`src/rtl/dff_reg_arbiter.sv`:
```
// Round-robin arbiter and write sequencer for a shared WIDTH-bit register.
// One requester is granted at a time; its data slice is loaded one cycle after
// the grant if it still requests, followed by a one-cycle done pulse.
module dff_reg_arbiter #(
  parameter int unsigned NREQ  = 4,
  parameter int unsigned WIDTH = 8,
  localparam int unsigned IDX_W = $clog2(NREQ)
) (
  input  logic                  clk,
  input  logic                  rst,
  input  logic [NREQ-1:0]       req,
  input  logic [NREQ*WIDTH-1:0] wdata,
  output logic [NREQ-1:0]       gnt,
  output logic                  done,
  output logic [IDX_W-1:0]      owner,
  output logic                  busy,
  output logic [WIDTH-1:0]      q,
  output logic [WIDTH-1:0]      ql
);

  typedef enum logic [1:0] {StIdle, StGrant, StDone} state_e;

  state_e            state_q, state_d;
  logic [NREQ-1:0]   gnt_q, gnt_d;
  logic              done_q, done_d;
  logic              busy_q, busy_d;
  logic [IDX_W-1:0]  owner_q, owner_d;
  logic [IDX_W-1:0]  ptr_q, ptr_d;
  logic [IDX_W-1:0]  gidx_q, gidx_d;
  logic [WIDTH-1:0]  q_q, q_d;
  logic [WIDTH-1:0]  ql_q, ql_d;

  logic              found;
  logic [IDX_W-1:0]  pick;
  logic [IDX_W-1:0]  cand;

  // Search ptr+1, ptr+2, ... modulo NREQ for the first active request.
  always_comb begin
    found = 1'b0;
    pick  = '0;
    cand  = '0;
    for (int unsigned k = 1; k <= NREQ; k++) begin
      cand = IDX_W'((32'(ptr_q) + k) % NREQ);
      if (!found && req[cand]) begin
        found = 1'b1;
        pick  = cand;
      end
    end
  end

  // Next-state and registered-output computation.
  always_comb begin
    state_d = state_q;
    gnt_d   = gnt_q;
    done_d  = done_q;
    busy_d  = busy_q;
    owner_d = owner_q;
    ptr_d   = ptr_q;
    gidx_d  = gidx_q;
    q_d     = q_q;
    ql_d    = ql_q;
    unique case (state_q)
      StIdle: begin
        if (found) begin
          gnt_d   = NREQ'(1) << pick;
          gidx_d  = pick;
          busy_d  = 1'b1;
          state_d = StGrant;
        end
      end
      StGrant: begin
        gnt_d = '0;
        if (req[gidx_q]) begin
          q_d     = wdata[gidx_q*WIDTH +: WIDTH];
          ql_d    = ~wdata[gidx_q*WIDTH +: WIDTH];
          owner_d = gidx_q;
          ptr_d   = gidx_q;
          done_d  = 1'b1;
          state_d = StDone;
        end else begin
          // Requester withdrew: abort without touching q, owner or ptr.
          busy_d  = 1'b0;
          state_d = StIdle;
        end
      end
      StDone: begin
        done_d  = 1'b0;
        busy_d  = 1'b0;
        state_d = StIdle;
      end
      default: state_d = StIdle;
    endcase
  end

  // State and output registers; reset wins over any in-flight load.
  always_ff @(posedge clk) begin
    if (rst) begin
      state_q <= StIdle;
      gnt_q   <= '0;
      done_q  <= 1'b0;
      busy_q  <= 1'b0;
      owner_q <= '0;
      ptr_q   <= IDX_W'(NREQ - 1);
      gidx_q  <= '0;
      q_q     <= '0;
      ql_q    <= '1;
    end else begin
      state_q <= state_d;
      gnt_q   <= gnt_d;
      done_q  <= done_d;
      busy_q  <= busy_d;
      owner_q <= owner_d;
      ptr_q   <= ptr_d;
      gidx_q  <= gidx_d;
      q_q     <= q_d;
      ql_q    <= ql_d;
    end
  end

  assign gnt   = gnt_q;
  assign done  = done_q;
  assign busy  = busy_q;
  assign owner = owner_q;
  assign q     = q_q;
  assign ql    = ql_q;

endmodule

```
`config.mk`:
```
export PLATFORM = sky130hd
export DESIGN_NAME = dff_reg_arbiter
export DESIGN_NICKNAME = d
export VERILOG_FILES = /design/src/rtl/dff_reg_arbiter.sv
export SDC_FILE = /design/constraint.sdc
export NUM_CORES = 1
export LEC_CHECK = 0
export ABC_AREA = 1
export BUFFER_PORTS_ARGS = -buffer_cell sky130_fd_sc_hd__clkbuf_2
export CAP_MARGIN = 0
export CORE_ASPECT_RATIO = 0.6
export CORE_MARGIN = 5
export CORE_UTILIZATION = 46
export CTS_BUF_LIST = sky130_fd_sc_hd__clkbuf_2
export CTS_CLUSTER_SIZE = 40
export DETAILED_ROUTE_END_ITERATION = 8
export PLACE_DENSITY_LB_ADDON = 0.3
export SYNTH_ARGS = -nofsm -noshare
export SYNTH_HDL_FRONTEND = slang
export SYNTH_SLANG_ARGS = --single-unit
```
`constraint.sdc`:
```
create_clock -name clk -period 1.4 [get_ports clk]
set_input_delay 0.07 -clock clk [delete_from_list [all_inputs] [get_ports clk]]
set_output_delay 0.07 -clock clk [all_outputs]
set_load 0.02 [all_outputs]
```
# Word level (Yosys, flattened, before mapping)
# Cells that the tools add are included.
# word_totals
regBits	30
output_inout_bits	24
in_bits	38
elab_cells	69
# classes
n_bitwise	1
order_cmp	5
mux	28
n_shift	2
eq_ne	5
add_sub_neg	4
n_reduce_logical	15
# op_table
cell	n
$shiftx 32x6->8	1
$lt 2x3->1 const B	5
$mux 1	12
$mux 2	6
$bmux 1 s2	5
$not 8->8	1
$pmux 4 s2	1
$reduce_and 2->1	4
$ne 2x2->1 const B	3
$add 2x1->2 const B	2
$add 2x2->2 const B	2
$mux 4	1
$pmux 2 s2	1
$reduce_bool 2->1	2
$shl 1x2->4 const A	1
$logic_and 1x1->1	3
$logic_not 1->1	3
$pmux 1 s3	1
$reduce_and 3->1	1
$reduce_bool 3->1	1
$eq 2x1->1 const B	1
$eq 2x2->1 const B	1
$logic_not 2->1	1
$pmux 1 s2	1

# Depth between registers and ports, before layout
# depth
depth_word	16
ltp_mapped	13
ltp_nobuf	12

# Least setup slack after synthesis
# OpenSTA, ideal clock, no wires.
# synth_timing
path_kind	register -> register
startpoint	register ptr_q[0]
endpoint	register gnt_q[0] (netlist: gnt[0])
period_less_slack_ns	1.367
n_path_buf	1
arrival_time_ns	1.231
stages_incl_launch_ff	13
setup_slack_ns	0.033
cell_sequence	dfxtp_1 buf_6 inv_6 nand2_4 nand2_2 nand2_1 nand2_2 nor2_8 nand3_2 nand3_1 inv_1 nand3_1 a21oi_1
# synth_via
elab_chain_len	16
word_cells_on_any_way	31
# synth_lines
item	line_no	source
start: declaration	28	logic [IDX_W-1:0] ptr_q, ptr_d;
start signal: assignment	103	ptr_q <= IDX_W'(NREQ - 1);
start signal: assignment	113	ptr_q <= ptr_d;
$add 2x1->2	43	cand = IDX_W'((32'(ptr_q) + k) % NREQ);
$bmux 1 s2	44	if (!found && req[cand]) begin
$mux 1 (not written as such)	44	
$mux 1	44	
$logic_not 1->1	44	
$logic_and 1x1->1	44	
$mux 1	44	
$logic_not 1->1	44	
$logic_and 1x1->1	44	
$mux 1	44	
$logic_not 1->1	44	
$logic_and 1x1->1	44	
$mux 2	44	
$shl 1x2->4	65	gnt_d = NREQ'(1) << pick;
$mux 4	64	if (found) begin
$pmux 4 s2	62	unique case (state_q)
end signal: assignment	109	gnt_q <= gnt_d;
end: declaration	24	logic [NREQ-1:0] gnt_q, gnt_d;
# Parallel ways exist; a longest one is shown, timed or not. The select of a mux whose other input is x is not followed.
# A chain may end at the register's enable or synchronous reset.

# Final worst setup path
# layout_timing
startpoint	register ptr_q[1]
endpoint	register gnt_q[1] (netlist: gnt[1])
# The elaborated chain is that of the path after synthesis.

==> out/summary.txt <==
Antenna violations before repair: 0
WP data arrival: 1.78 ns
Nets@finish: 356
Synthesized Nets: 279
Clock slew at reported path FFs: 0.16 ns
Reg2reg setup slack: -0.06 ns
Chip Height: 56.70 um
Mapped Area: 0.001672 sq mm
FF-to-FF End: gnt[1]
Number of synthesis warnings: 0
Largest family of logic cells by synthesized area: simple AND/OR/NAND/NOR gates
DR pass1 iterations: 4
I/O Buffers: 61
Leak Pwr: 1.164 nW
Io pins: 62
Max Fanout on Critical Path: 7
Worst setup path category: register to register
Period utilisation layout: 104.3%
Clock Skew: 0.01004 ns
Clock insertion delay at the later pin of the skew report: 0.37 ns
TritonCTS Sinks: 30
Die footprint: 0.004979 sq mm
Max Cap Viol: 0
Share of post-route cells with drive strength above 1: 41.90%
Design Power: 4.567 mW
Die Wd: 87.83 um
Final setup vio count: 8
Synth cell types: 27
XOR/XNOR Fraction of Synth Area: 0%
Syn avg cell area: 7.053 sq um
Status: finished, violations left
Register area share after synthesis: 35.93%
Required @ worst endpoint: 1.72 ns
Max IR drop VDD: 0.8858 mV
Reg2Reg Depth: 12
H-tree depth: 2
Post-Synth Adder-Cell Area: 2.994%
Fraction of synthesized area in multiplexers: 0%
RSZ-0062 raised after global routing: true
Worst Hold Class: primary input to register
Vias in the first global route: 1781
Synth Area in Compound Gates: 20.73%
Largest net degree at the start of global routing: 18
Core ar.: 0.003595 sq mm
Area grow syn2layout: 38.02%
HP Start: rst
Diode count: 0
Routed wire per std cell: 13.26 um
First-pass GRT wire length: 7845 um
Clock root buffer: clkbuf_2
Final Max Tran Viols: 0
Placer Congestion: 0.8513
FMAX: 0.6847 GHz
Fillers: 315
CTS tree: yes
Synth Register Bits: 30
Synth Instances: 237
Dpl hpwl: 3738 um
Post-layout min period: 1.460 ns
Setup crit start kind: register
CP Capture Type: register
Power per cell area: 1980 mW/mm^2
Worst r2r src: ptr_q[1]
Post-Synth Simple-Gate Area: 31.89%
Clk buf depth: 2
Grt ovf: 0
Fin. Hold Viols: 0
Via density per instance: 5.055
DRT iter0 DRCs: 150
Post-layout util: 64.18%
CTS Hold Bufs: 0
Slack of the critical path: -0.06046 ns
GRT Overall Usage: 20.22%
Initial Utilization: 46.50%
Headroom to the max-slew limit: 81.09%
Total Wirelength: 4800 um
Hold Path End: gnt[3]
Antenna-violating nets left: 0
DRC Markers: 0
Row cnt: 17
CTS Buf Count: 5
Failing checks: negative setup slack
Hold Crit Depth: 3
Least-Margin Pin Slew: 0.2837 ns
Routed vias: 1830
## sequential cells by signal, summed over array words and instances (netlist names)
signal   count
busy         1
state_q      2
ptr_q        2
gidx_q       2
done         1
ql           8
gnt          4
owner        2
q            8
## how the worst max path moves through the flow
stage / start / slack, ns / end
final: ptr_q[1] / -0.06 / gnt[1]
after detailed placement: ptr_q[0] / -0.22 / gidx_q[0]
after floorplan: ptr_q[0] / 0.03 / gnt[0]
after global routing: ptr_q[1] / -0.17 / state_q[1]
after CTS: ptr_q[0] / -0.05 / gnt[1]
after global placement: ptr_q[0] / -0.14 / gidx_q[0]
## final cells by class
cell class                 count  area [sq um]  area share (%)
multi-input combinational    174          1036           44.90
sequential                    30         613.1           26.57
timing repair buffer          79         452.9           19.63
inverter                      24         107.6           4.664
tap                           47         58.81           2.549
clock buffer                   6         30.03           1.302
clock inverter                 2         8.758          0.3796
## per-stage QoR
stage          TNS, ns  setup WS, ns  cell area, sq um  cells  hold slack [ns]
2_1_floorplan        0       0.03343              1672    237           0.3045
6_report       -0.2521      -0.06046              2307    362          0.03795
5_1_grt         -1.112       -0.1682              2307    362          0.03692
3_5_place_dp    -1.499       -0.2178              2115    351           0.4380
4_1_cts        -0.1919      -0.05471              2227    361          0.01939
3_3_place_gp    -1.013       -0.1429              2115    351           0.4264
## report_power, final
part / total (mW) / switching [mW] / internal, mW
combinational: 2.79 / 1.73 / 1.07
sequential: 1.34 / 0.216 / 1.13
clock: 0.432 / 0.309 / 0.123
## cells by family (layout without fill, tap and decap cells)
| family | after synthesis | count (layout) |
|---|---|---|
| buffers and inverters | 33 | 111 |
| AO/OA/AOI/OAI | 60 | 60 |
| AND/OR/NAND/NOR | 110 | 110 |
| adder cells (fa/ha/maj) | 4 | 4 |
| flip-flops | 30 | 30 |
## cells in the mapped netlist (all sizes together)
cell type  number  area share (%)
nand4           4             1.5
nand2          66              18
o22ai           8             3.0
nand3          15             5.4
a31oi           1            0.37
inv            24             5.7
o21ai          29             9.1
o21a            5             2.2
dfxtp          30              36
or2             1            0.37
a21oi          14             4.6
nor2           24             6.5
buf             5             1.9
o211ai          3             1.3
ha              4             3.0
clkbuf          4            0.90
## layout by cell type (no fill, tap or decap), types with 2 or more instances in the layout
master / synthesis / routed
inv_1: 20 / 17
a21oi_1: 12 / 11
o211ai_1: 3 / 3
nand2_2: 10 / 7
nand3_1: 12 / 9
inv_2: 3 / 4
o21a_1: 5 / 5
nand4_1: 4 / 4
dfxtp_4: 0 / 3
nand3_2: 3 / 5
o21ai_0: 23 / 20
ha_1: 4 / 3
nand2_4: 4 / 13
nor2_1: 22 / 22
clkbuf_2: 0 / 67
o21ai_1: 4 / 7
o22ai_1: 8 / 8
nand2_1: 52 / 46
inv_8: 0 / 2
buf_4: 0 / 17
dfxtp_1: 30 / 26
a21oi_2: 2 / 3
## layer usage
metal / up-vias / global-route usage [%] / wire (um) / share of wire, %
met3: 5 / 7.478 / 379 / 7.9
met5: - / 0 / 0 / 0
met1: 822 / 27.34 / 2257 / 47
met4: 0 / 7.002 / 46 / 0.96
li1: 939 / - / - / -
met2: 64 / 29.29 / 2117 / 44
## repair_timing
| action | in CTS | in global routing |
|---|---|---|
| resized for setup | 17 | 24 |
| pin swaps | 1 | 0 |
| buffers inserted | 2 | 1 |
| endpoints found under the setup margin | 12 | 26 |
## critical path, stage by stage, from the launching register on
cell	delay, ns
dfxtp_4	0.44
inv_8	0.06
nand2_1	0.07
nand2_2	0.08
nand2_4	0.08
nand2_4	0.07
nor2_8	0.12
nand3_2	0.08
nand2_2	0.08
nand2_4	0.06
nor2_2	0.09
nand2_1	0.07
a21oi_2	0.11
Power figures use the tool's default switching activity.
